===== src/rtl/dlx_pkg.sv =====
// dlx_pkg: definitions shared by the DLX fetch unit and the control block.
//   fetch_state_e : fetch FSM encodings (FETCH / ISSUE / HALT)
//   PC_INC        : sequential PC increment (one 32-bit word)
//   OFF16_MSB     : top bit of the branch offset field (beqz/bnez)
//   OFF26_MSB     : top bit of the jump offset field (j/jal)
//   sext16/sext26 : sign-extend the offset fields to 32 bits
package dlx_pkg;

  typedef enum logic [1:0] {
    ST_FETCH = 2'b00,
    ST_ISSUE = 2'b01,
    ST_HALT  = 2'b10
  } fetch_state_e;

  localparam logic [31:0] PC_INC    = 32'd4;
  localparam int          OFF16_MSB = 15;
  localparam int          OFF26_MSB = 25;

  function automatic logic [31:0] sext16(input logic [OFF16_MSB:0] off);
    return {{(31 - OFF16_MSB){off[OFF16_MSB]}}, off};
  endfunction

  function automatic logic [31:0] sext26(input logic [OFF26_MSB:0] off);
    return {{(31 - OFF26_MSB){off[OFF26_MSB]}}, off};
  endfunction

endpackage


===== src/rtl/dlx_next_pc.sv =====
// dlx_next_pc: combinational next-PC selection for the fetch unit.
//   pc           in  32  PC of the instruction being consumed
//   off26        in  26  instruction[25:0] (branch offset is its low 16 bits)
//   branch_taken in  1   beqz/bnez condition true
//   jump         in  1   j/jal
//   jump_reg     in  1   jr/jalr
//   jr_target    in  32  register target for jump_reg
//   next_pc      out 32  unaligned next PC; alignment handling is the caller's
// Priority: jump_reg > jump > branch_taken > sequential. All adds wrap at 32 bits.
module dlx_next_pc
  import dlx_pkg::*;
(
  input  logic [31:0]        pc,
  input  logic [OFF26_MSB:0] off26,
  input  logic               branch_taken,
  input  logic               jump,
  input  logic               jump_reg,
  input  logic [31:0]        jr_target,
  output logic [31:0]        next_pc
);

  logic [31:0] pc4;

  assign pc4 = pc + PC_INC;

  always_comb begin
    next_pc = pc4;
    if (jump_reg)          next_pc = jr_target;
    else if (jump)         next_pc = pc4 + sext26(off26);
    else if (branch_taken) next_pc = pc4 + sext16(off26[OFF16_MSB:0]);
  end

endmodule


===== src/rtl/dlx_fetch_unit.sv =====
// dlx_fetch_unit: DLX instruction fetch stage.
//   Holds the PC, fetches words from a variable-latency imem and presents
//   one instruction at a time to execute on a valid/ready handshake.
// Ports:
//   clk, reset (async, active high)
//   imem_req/imem_addr/imem_ack/imem_rdata : instruction memory request side
//   instruction/instr_valid/instr_ready/pc_out : handshake towards execute
//   branch_taken/jump/jump_reg/jr_target : resolution from execute, used
//     only in the cycle an instruction is consumed
//   fetch_fault : sticky fault (imem timeout, or misaligned target)
// Parameters: RESET_PC, IMEM_TIMEOUT (1..255 cycles of waiting for ack).
// Build option: DLX_FETCH_ALIGN_CHK_EN -- when defined, a misaligned next PC
//   at consume raises fetch_fault and halts with the bad PC left on pc_out;
//   when undefined the low two PC bits are simply cleared.
module dlx_fetch_unit
  import dlx_pkg::*;
#(
  parameter logic [31:0] RESET_PC     = 32'h0000_0000,
  parameter int          IMEM_TIMEOUT = 15
) (
  input  logic        clk,
  input  logic        reset,
  output logic        imem_req,
  output logic [31:0] imem_addr,
  input  logic        imem_ack,
  input  logic [31:0] imem_rdata,
  output logic [31:0] instruction,
  output logic        instr_valid,
  input  logic        instr_ready,
  output logic [31:0] pc_out,
  input  logic        branch_taken,
  input  logic        jump,
  input  logic        jump_reg,
  input  logic [31:0] jr_target,
  output logic        fetch_fault
);

  localparam logic [7:0] TMO_LAST = 8'(IMEM_TIMEOUT - 1);

  fetch_state_e state_q, state_d;
  logic [31:0]  pc_q, pc_d;
  logic [31:0]  instr_q, instr_d;
  logic         valid_q, valid_d;
  logic         req_q, req_d;
  logic         fault_q, fault_d;
  logic [7:0]   cnt_q, cnt_d;
  logic [31:0]  npc;

  dlx_next_pc u_next_pc (
    .pc           (pc_q),
    .off26        (instr_q[OFF26_MSB:0]),
    .branch_taken (branch_taken),
    .jump         (jump),
    .jump_reg     (jump_reg),
    .jr_target    (jr_target),
    .next_pc      (npc)
  );

  always_ff @(posedge clk or posedge reset) begin
    if (reset) begin
      state_q <= ST_FETCH;
      pc_q    <= RESET_PC;
      instr_q <= 32'h0;
      valid_q <= 1'b0;
      req_q   <= 1'b0;
      fault_q <= 1'b0;
      cnt_q   <= 8'h0;
    end else begin
      state_q <= state_d;
      pc_q    <= pc_d;
      instr_q <= instr_d;
      valid_q <= valid_d;
      req_q   <= req_d;
      fault_q <= fault_d;
      cnt_q   <= cnt_d;
    end
  end

  always_comb begin
    state_d = state_q;
    pc_d    = pc_q;
    instr_d = instr_q;
    valid_d = valid_q;
    req_d   = req_q;
    fault_d = fault_q;
    cnt_d   = cnt_q;
    case (state_q)
      ST_FETCH: begin
        req_d = 1'b1;
        // Ack/timeout only count once the request is actually on the bus;
        // this also drops an ack left over from before a reset.
        if (req_q) begin
          if (imem_ack) begin
            instr_d = imem_rdata;
            valid_d = 1'b1;
            req_d   = 1'b0;
            cnt_d   = 8'h0;
            state_d = ST_ISSUE;
          end else if (cnt_q == TMO_LAST) begin
            fault_d = 1'b1;
            req_d   = 1'b0;
            state_d = ST_HALT;
          end else begin
            cnt_d = cnt_q + 8'd1;
          end
        end
      end
      ST_ISSUE: begin
        if (instr_ready) begin
          valid_d = 1'b0;
`ifdef DLX_FETCH_ALIGN_CHK_EN
          // Keep the bad target in pc so it is visible on pc_out.
          pc_d = npc;
          if (npc[1:0] != 2'b00) begin
            fault_d = 1'b1;
            state_d = ST_HALT;
          end else begin
            req_d   = 1'b1;
            state_d = ST_FETCH;
          end
`else
          pc_d    = npc & ~32'h3;
          req_d   = 1'b1;
          state_d = ST_FETCH;
`endif
        end
      end
      ST_HALT: begin
        req_d = 1'b0;
      end
      default: begin
        req_d   = 1'b0;
        state_d = ST_HALT;
      end
    endcase
  end

  assign imem_req    = req_q;
  assign imem_addr   = pc_q;
  assign instruction = instr_q;
  assign instr_valid = valid_q;
  assign pc_out      = pc_q;
  assign fetch_fault = fault_q;

endmodule


===== config.mk =====
export PLATFORM = sky130hd
export DESIGN_NAME = dlx_fetch_unit
export DESIGN_NICKNAME = d
export VERILOG_FILES = /design/src/rtl/dlx_pkg.sv /design/src/rtl/dlx_next_pc.sv /design/src/rtl/dlx_fetch_unit.sv
export SDC_FILE = /design/constraint.sdc
export NUM_CORES = 1
export LEC_CHECK = 0
export ABC_AREA = 1
export ABC_CLOCK_PERIOD_IN_PS = 2500
export BUFFER_PORTS_ARGS = -buffer_cell sky130_fd_sc_hd__buf_2
export CAP_MARGIN = 20
export CORE_UTILIZATION = 52
export CTS_BUF_LIST = sky130_fd_sc_hd__clkbuf_2
export DETAILED_ROUTE_END_ITERATION = 6
export HOLD_SLACK_MARGIN = 0.06
export PLACE_DENSITY_LB_ADDON = 0.3
export SYNTH_ARGS = -nofsm -noshare
export SYNTH_HDL_FRONTEND = slang
export SYNTH_SLANG_ARGS = --single-unit

===== constraint.sdc =====
create_clock -name clk -period 2.5 [get_ports clk]
set_input_delay 0.125 -clock clk [delete_from_list [all_inputs] [get_ports clk]]
set_output_delay 0.125 -clock clk [all_outputs]
set_load 0.005 [all_outputs]

Yosys cells after proc, flatten, opt, wreduce, memory -nomap -nowiden
Cells that the tools add are included.

Equality and inequality tests: 8. Bitwise operators: 2. Muxes and demuxes: 19. Add/sub/neg operators: 4. Reduce and logical (&&, ||, !) cells: 8.

Operators with widths (count): $mux W32 (3); $add A32 B32 Y32 (2); $add A32 B3 Y32 const B (1); $mux W8 (2); $reduce_and A4 Y1 (3); $add A8 B1 Y8 const B (1); $eq A8 B4 Y1 const B (1); $mux W2 (4); $ne A2 B2 Y1 const B (4); $mux W1 (7); $pmux W2 S3 (1); $reduce_and A3 Y1 (2); $pmux W1 S2 (2); $ne A3 B3 Y1 const B (1); $eq A2 B1 Y1 const B (1); $eq A2 B2 Y1 const B (1); $logic_not A2 Y1 (1); $not A1 Y1 (2); $reduce_and A2 Y1 (1); $reduce_bool A2 Y1 (1).

Output and inout bits: 99. Word-level logic and storage cells: 48. Input port bits: 71. Flip-flop bits (word level): 75.

Logic depth before layout (Yosys ltp)
Word-level depth: 5. Gate-level depth with buffers: 27.

By module
Synthesis repeated with hierarchy kept, for this count alone.

Cells, all modules: 1441. Area total of the unflattened synthesis: 8728.4 sq um.

Modules (own cells, without submodules): dlx_next_pc (cells an instance 1093, area each 5286.3 sq um, instances 1); dlx_fetch_unit (cells an instance 348, area each 3442.1 sq um, instances 1).

Worst setup path after synthesis
Ideal clock, no wire load.

Kind: register to register. From: register pc_q[2], in the netlist imem_addr[2]. To: register pc_q[28], in the netlist imem_addr[28]. Arrival: 2.666 ns. Path slack: -0.283 ns. Setup time: 0.116 ns. Stages on the path, launching flop included: 19. Data required time: 2.384 ns. Period minus slack after synthesis: 2.783 ns. Buffers on the path: 0. Cells stage by stage: dfrtp_1 ha_1 nand2_1 inv_1 nand3_2 nor3_2 nand2_1 xor2_1 inv_1 ha_1 nand2_1 nor4_1 nand3_1 nand3_1 nand3_1 nand2_1 nand2_1 nand2_1 nand2_1.

Longest elaborated chain between the ends: 5.

Ends and longest elaborated chain: start, declared (line dlx_fetch_unit.sv:41) `logic [31:0] pc_q, pc_d;`; start signal, assigned (line dlx_fetch_unit.sv:70) `pc_q <= pc_d;`; $add A32 B3 Y32 * (line dlx_next_pc.sv:24) `assign pc4 = pc + PC_INC;`; $add A32 B32 Y32 (line dlx_next_pc.sv:30) `else if (branch_taken) next_pc = pc4 + sext16(off26[OFF16_MSB:0]);`; $mux W32 (line dlx_next_pc.sv:30); $mux W32 * (line dlx_next_pc.sv:29) `else if (jump) next_pc = pc4 + sext26(off26);`; $mux W32 * (line dlx_next_pc.sv:28) `if (jump_reg) next_pc = jr_target;`.

Mark *: on every way between the ends. The rest lies on a longest branch, timed or not. A chain may end at the register's enable or synchronous reset.

Final worst setup path
From: register pc_q[3], in the netlist imem_addr[3]. To: register pc_q[18], in the netlist imem_addr[18].

The elaborated chain is that of the path after synthesis.

==> metrics.txt <==
# TYPE chip_impl_metric gauge
chip_impl_info{name="result_of_the_run",value="complete, but fails checks"} 1
chip_impl_info{name="failed_checks",value="setup timing"} 1
chip_impl_metric{name="fp.dieW",unit="um"} 127
chip_impl_info{name="synth_top_flop_cell",value="dfrtp_1"} 1
chip_impl_metric{name="count_of_synthesis_stage_warnings_from_yosys",unit=""} 0
chip_impl_metric{name="max_stage_delay",unit="ns"} 0.51
chip_impl_metric{name="tritoncts.num_buffers",unit=""} 9
chip_impl_metric{name="clock_skew",unit="ns"} 0.0475
chip_impl_metric{name="path_clk_slew",unit="ns"} 0.33
chip_impl_info{name="path_delay_family",value="simple AND/OR/NAND/NOR gates"} 1
chip_impl_metric{name="gp_congestion",unit=""} 0.999
chip_impl_metric{name="ys_seq_elements",unit=""} 75
chip_impl_metric{name="seq_area_frac_synth",unit="%"} 23.0
chip_impl_metric{name="global_route_wire_length_before_repair",unit="um"} 55300
chip_impl_metric{name="maximum_root_to_sink_buffer_count",unit=""} 2
chip_impl_metric{name="critPathRequiredTime",unit="ns"} 3.07
chip_impl_metric{name="netlist_area",unit="um^2"} 8160
chip_impl_metric{name="number_of_enable_flip_flop_cells_after_synthesis",unit=""} 0
chip_impl_metric{name="worstPathArrival",unit="ns"} 4.01
chip_impl_info{name="crit_path_end_kind",value="flop"} 1
chip_impl_metric{name="cap_viol_max_count",unit=""} 0
chip_impl_metric{name="initial_core_util",unit="%"} 53.4
chip_impl_metric{name="finalWorstSetupSlack",unit="ns"} -0.937
chip_impl_info{name="critical_path.cell_chain",value="buf_4 > nand3_2 > nor2_4 > buf_4 > nor2_1 > a21oi_2 > buf_4 > ha_4 > nand2_1 > nand2_1 > nand2_1 > nand2_1 > nand2_1 > nand3_1 > buf_6 > nand2_1 > inv_1 > o21ai_0 > nand3_1 > nand3_1 > nand2_1 > nand2_1"} 1
chip_impl_info{name="final_cell_mix",value="nand2_1 (413), buf_4 (220), buf_2 (163)"} 1
chip_impl_metric{name="grt_util_met1",unit="%"} 56.2
chip_impl_metric{name="io-pin-count",unit=""} 170
chip_impl_metric{name="power.total",unit="mW"} 13.0
chip_impl_info{name="critical_setup_path_kind",value="reg -> reg"} 1
chip_impl_metric{name="p_leak",unit="nW"} 7.11
chip_impl_metric{name="place_area",unit="um^2"} 10700
chip_impl_metric{name="final-hold-violation-count",unit=""} 0
chip_impl_metric{name="ir_worst_vdd",unit="uV"} 490
chip_impl_metric{name="final_core_util",unit="%"} 87.2
chip_impl_metric{name="yosysUniqueCellTypes",unit=""} 48
chip_impl_metric{name="dp_hpwl",unit="um"} 25000
chip_impl_metric{name="grt_util_all_layers",unit="%"} 44.5
chip_impl_metric{name="slew_violations",unit=""} 0
chip_impl_metric{name="final_non_filler_cell_area",unit="um^2"} 13300
chip_impl_metric{name="finalWirelength",unit="um"} 39800
chip_impl_info{name="clock_tree_from_tritoncts",value="built"} 1
chip_impl_metric{name="timing.setup.tns",unit="ns"} -19.58
chip_impl_metric{name="post_synth.cell_area_avg",unit="um^2"} 5.97
chip_impl_metric{name="routed-via-count",unit=""} 11700
chip_impl_metric{name="floorplan.die.height",unit="um"} 127
chip_impl_metric{name="max_slew.worst_pin.slew",unit="ns"} 0.617
chip_impl_metric{name="cts-htree-levels",unit=""} 3
chip_impl_metric{name="grt_overflow_total",unit=""} 0
chip_impl_metric{name="final_stage_net_count",unit=""} 1916
chip_impl_metric{name="critPathMaxFanout",unit=""} 5
chip_impl_metric{name="routed_via_density",unit=""} 5.84
chip_impl_metric{name="grt.met2_usage",unit="%"} 73.7
chip_impl_info{name="clock_tree.root_cell",value="clkbuf_2"} 1
chip_impl_metric{name="finalCritPeriodShare",unit="%"} 137
chip_impl_info{name="critPathMostFrequentCell",value="nand2_1"} 1
chip_impl_metric{name="post_synth_inst_count",unit=""} 1365
chip_impl_metric{name="timing_limited_maximum_frequency",unit="MHz"} 291
chip_impl_metric{name="total_power_density_per_cell_area",unit="nW/um^2"} 976
chip_impl_metric{name="postRouteAntennaNets",unit=""} 0
chip_impl_metric{name="wire_per_inst",unit="um"} 19.8
chip_impl_metric{name="critical_path_buffer_and_inverter_count",unit=""} 5
chip_impl_metric{name="grt.met3_usage",unit="%"} 9.55
chip_impl_metric{name="port_buffers",unit=""} 163
chip_impl_info{name="cp_slowest_cell",value="dfrtp_2"} 1
chip_impl_metric{name="initial_antenna_violation_count",unit=""} 1
chip_impl_metric{name="placement_rows",unit=""} 45
chip_impl_metric{name="remaining_drc_errors",unit=""} 0
chip_impl_metric{name="clock_sinks",unit=""} 75
chip_impl_info{name="setup_repair_after_global_routing_missed_its_margin",value="yes"} 1
chip_impl_metric{name="finalCriticalPeriod",unit="ns"} 3.44
chip_impl_metric{name="relSlewSlack",unit="%"} 58.9
chip_impl_metric{name="num-fill-cells",unit=""} 835
chip_impl_info{name="gr-max-usage-layer",value="met2"} 1
chip_impl_metric{name="vias_in_the_first_global_route",unit=""} 10700
chip_impl_metric{name="setup_viol",unit=""} 27
chip_impl_metric{name="ys_async_sr_fraction",unit="%"} 100
chip_impl_metric{name="area_of_the_core",unit="um^2"} 15300
chip_impl_metric{name="detail_route.iter0.violations",unit=""} 1406
chip_impl_info{name="hold_path_class",value="in -> reg"} 1
chip_impl_metric{name="worstSkewPairLatency",unit="ns"} 0.65
chip_impl_metric{name="fraction_of_final_layout_cells_sized_beyond_drive_strength_1",unit="%"} 41.8
chip_impl_metric{name="area_enclosed_by_the_die_boundary",unit="um^2"} 16200
chip_impl_metric{name="dr.pass1.iters",unit=""} 7
chip_impl_metric{name="grt_max_degree",unit=""} 48
chip_impl_info{name="mostFrequentLayoutCell",value="nand2_1"} 1
chip_impl_info{name="start_kind",value="flop"} 1
chip_impl_metric{name="area_growth_syn_to_layout",unit="%"} 63.1
layer usage:
layer	vias to the layer above	share of wire, %
met4	0	7.2
met5	-	0
met3	305	12
met1	5349	36
met2	935	45
li1	5147	-
repair_timing:
item,4_1_cts,5_1_grt
pin swaps,45,83
buffers inserted,18,23
hold buffers,72,0
resized for setup,163,181
setup endpoints to repair,25,26
hold endpoints to repair,144,0
cells in the mapped netlist, drive strengths merged (2+ instances only):
library cell | number | area [um^2]
a21o | 2 | 15.0
a21oi | 74 | 370
a22oi | 3 | 22.5
a31oi | 2 | 12.5
a41o | 2 | 20.0
and2 | 2 | 12.5
buf | 36 | 265
clkbuf | 22 | 113
dfrtp | 75 | 1880
dlygate4sd1 | 2 | 17.5
ha | 51 | 638
inv | 178 | 668
nand2 | 504 | 1920
nand3 | 111 | 588
nand3b | 3 | 22.5
nand4 | 18 | 113
nor2 | 145 | 611
nor3 | 20 | 105
o211ai | 6 | 45.0
o21ai | 60 | 304
o21bai | 8 | 63.8
xnor2 | 8 | 70.1
xor2 | 22 | 193
through the flow:
step           hold slack [ns]  instances  worst slack (ns)
3_5_place_dp             0.196       1880            -0.674
5_1_grt                  0.148       2010             -1.07
4_1_cts                  0.158       1986            -0.583
2_1_floorplan            0.223       1368            -0.138
3_3_place_gp             0.191       1880            -0.640
6_report                 0.174       2010            -0.937
where the power goes:
| part | internal [mW] | switching [mW] |
|---|---|---|
| registers | 1.53 | 0.449 |
| clock network | 0.171 | 0.606 |
| logic | 4.43 | 5.80 |
final timing paths:
path                           startpoint         endpoint  slack [ns]  depth (start not counted)
hold reg to reg                  cnt_q[3]         cnt_q[3]        0.50                          1
max in group asynchronous           reset   instruction[4]        1.20                          5
hold / removal             imem_rdata[14]  instruction[14]        0.17                          4
setup / recovery             imem_addr[3]    imem_addr[18]       -0.94                         22
min in group asynchronous           reset    imem_addr[26]        0.67                          4
setup reg to reg             imem_addr[3]    imem_addr[18]       -0.94                         22
worst reg2reg max path: cells and delay by family (launching register included):
kind,cells,cell delay [ns]
and+or+nand+nor,14,1.55
AOI/OAI and AO/OA,2,0.36
buffers and inverters,5,0.70
DFF,1,0.51
adders and majority gates,1,0.23
cells by family (layout without fill, tap and decap cells):
kind of cell	Yosys count	in the layout	share of synthesized area, %
adder cells (fa/ha/maj)	52	52	8.07
XOR/XNOR	30	30	3.22
buffers and inverters	239	669	13.1
flip-flops	75	75	23.0
AND/OR/NAND/NOR	806	806	41.6
AO/OA/AOI/OAI	162	162	10.9
other	1	5	0.0460
sequential cells by signal, summed over array words and instances (netlist names):
signal and flops:
fetch_fault 1, instruction 32, imem_req 1, state_q 2, cnt_q 8, imem_addr 30, instr_valid 1
cell type report:
class / instances / area, um^2 / share of cell area [%]
multi-input cells: 1054 / 6920 / 52.0
repair buffers: 474 / 3430 / 25.8
flip-flops and latches: 75 / 1880 / 14.1
inverters: 179 / 683 / 5.14
well taps: 211 / 264 / 1.98
clock inverters: 7 / 80.1 / 0.602
clock buffers: 9 / 45.0 / 0.339
diodes: 1 / 2.50 / 0.0188
Power figures use the tool's default switching activity.
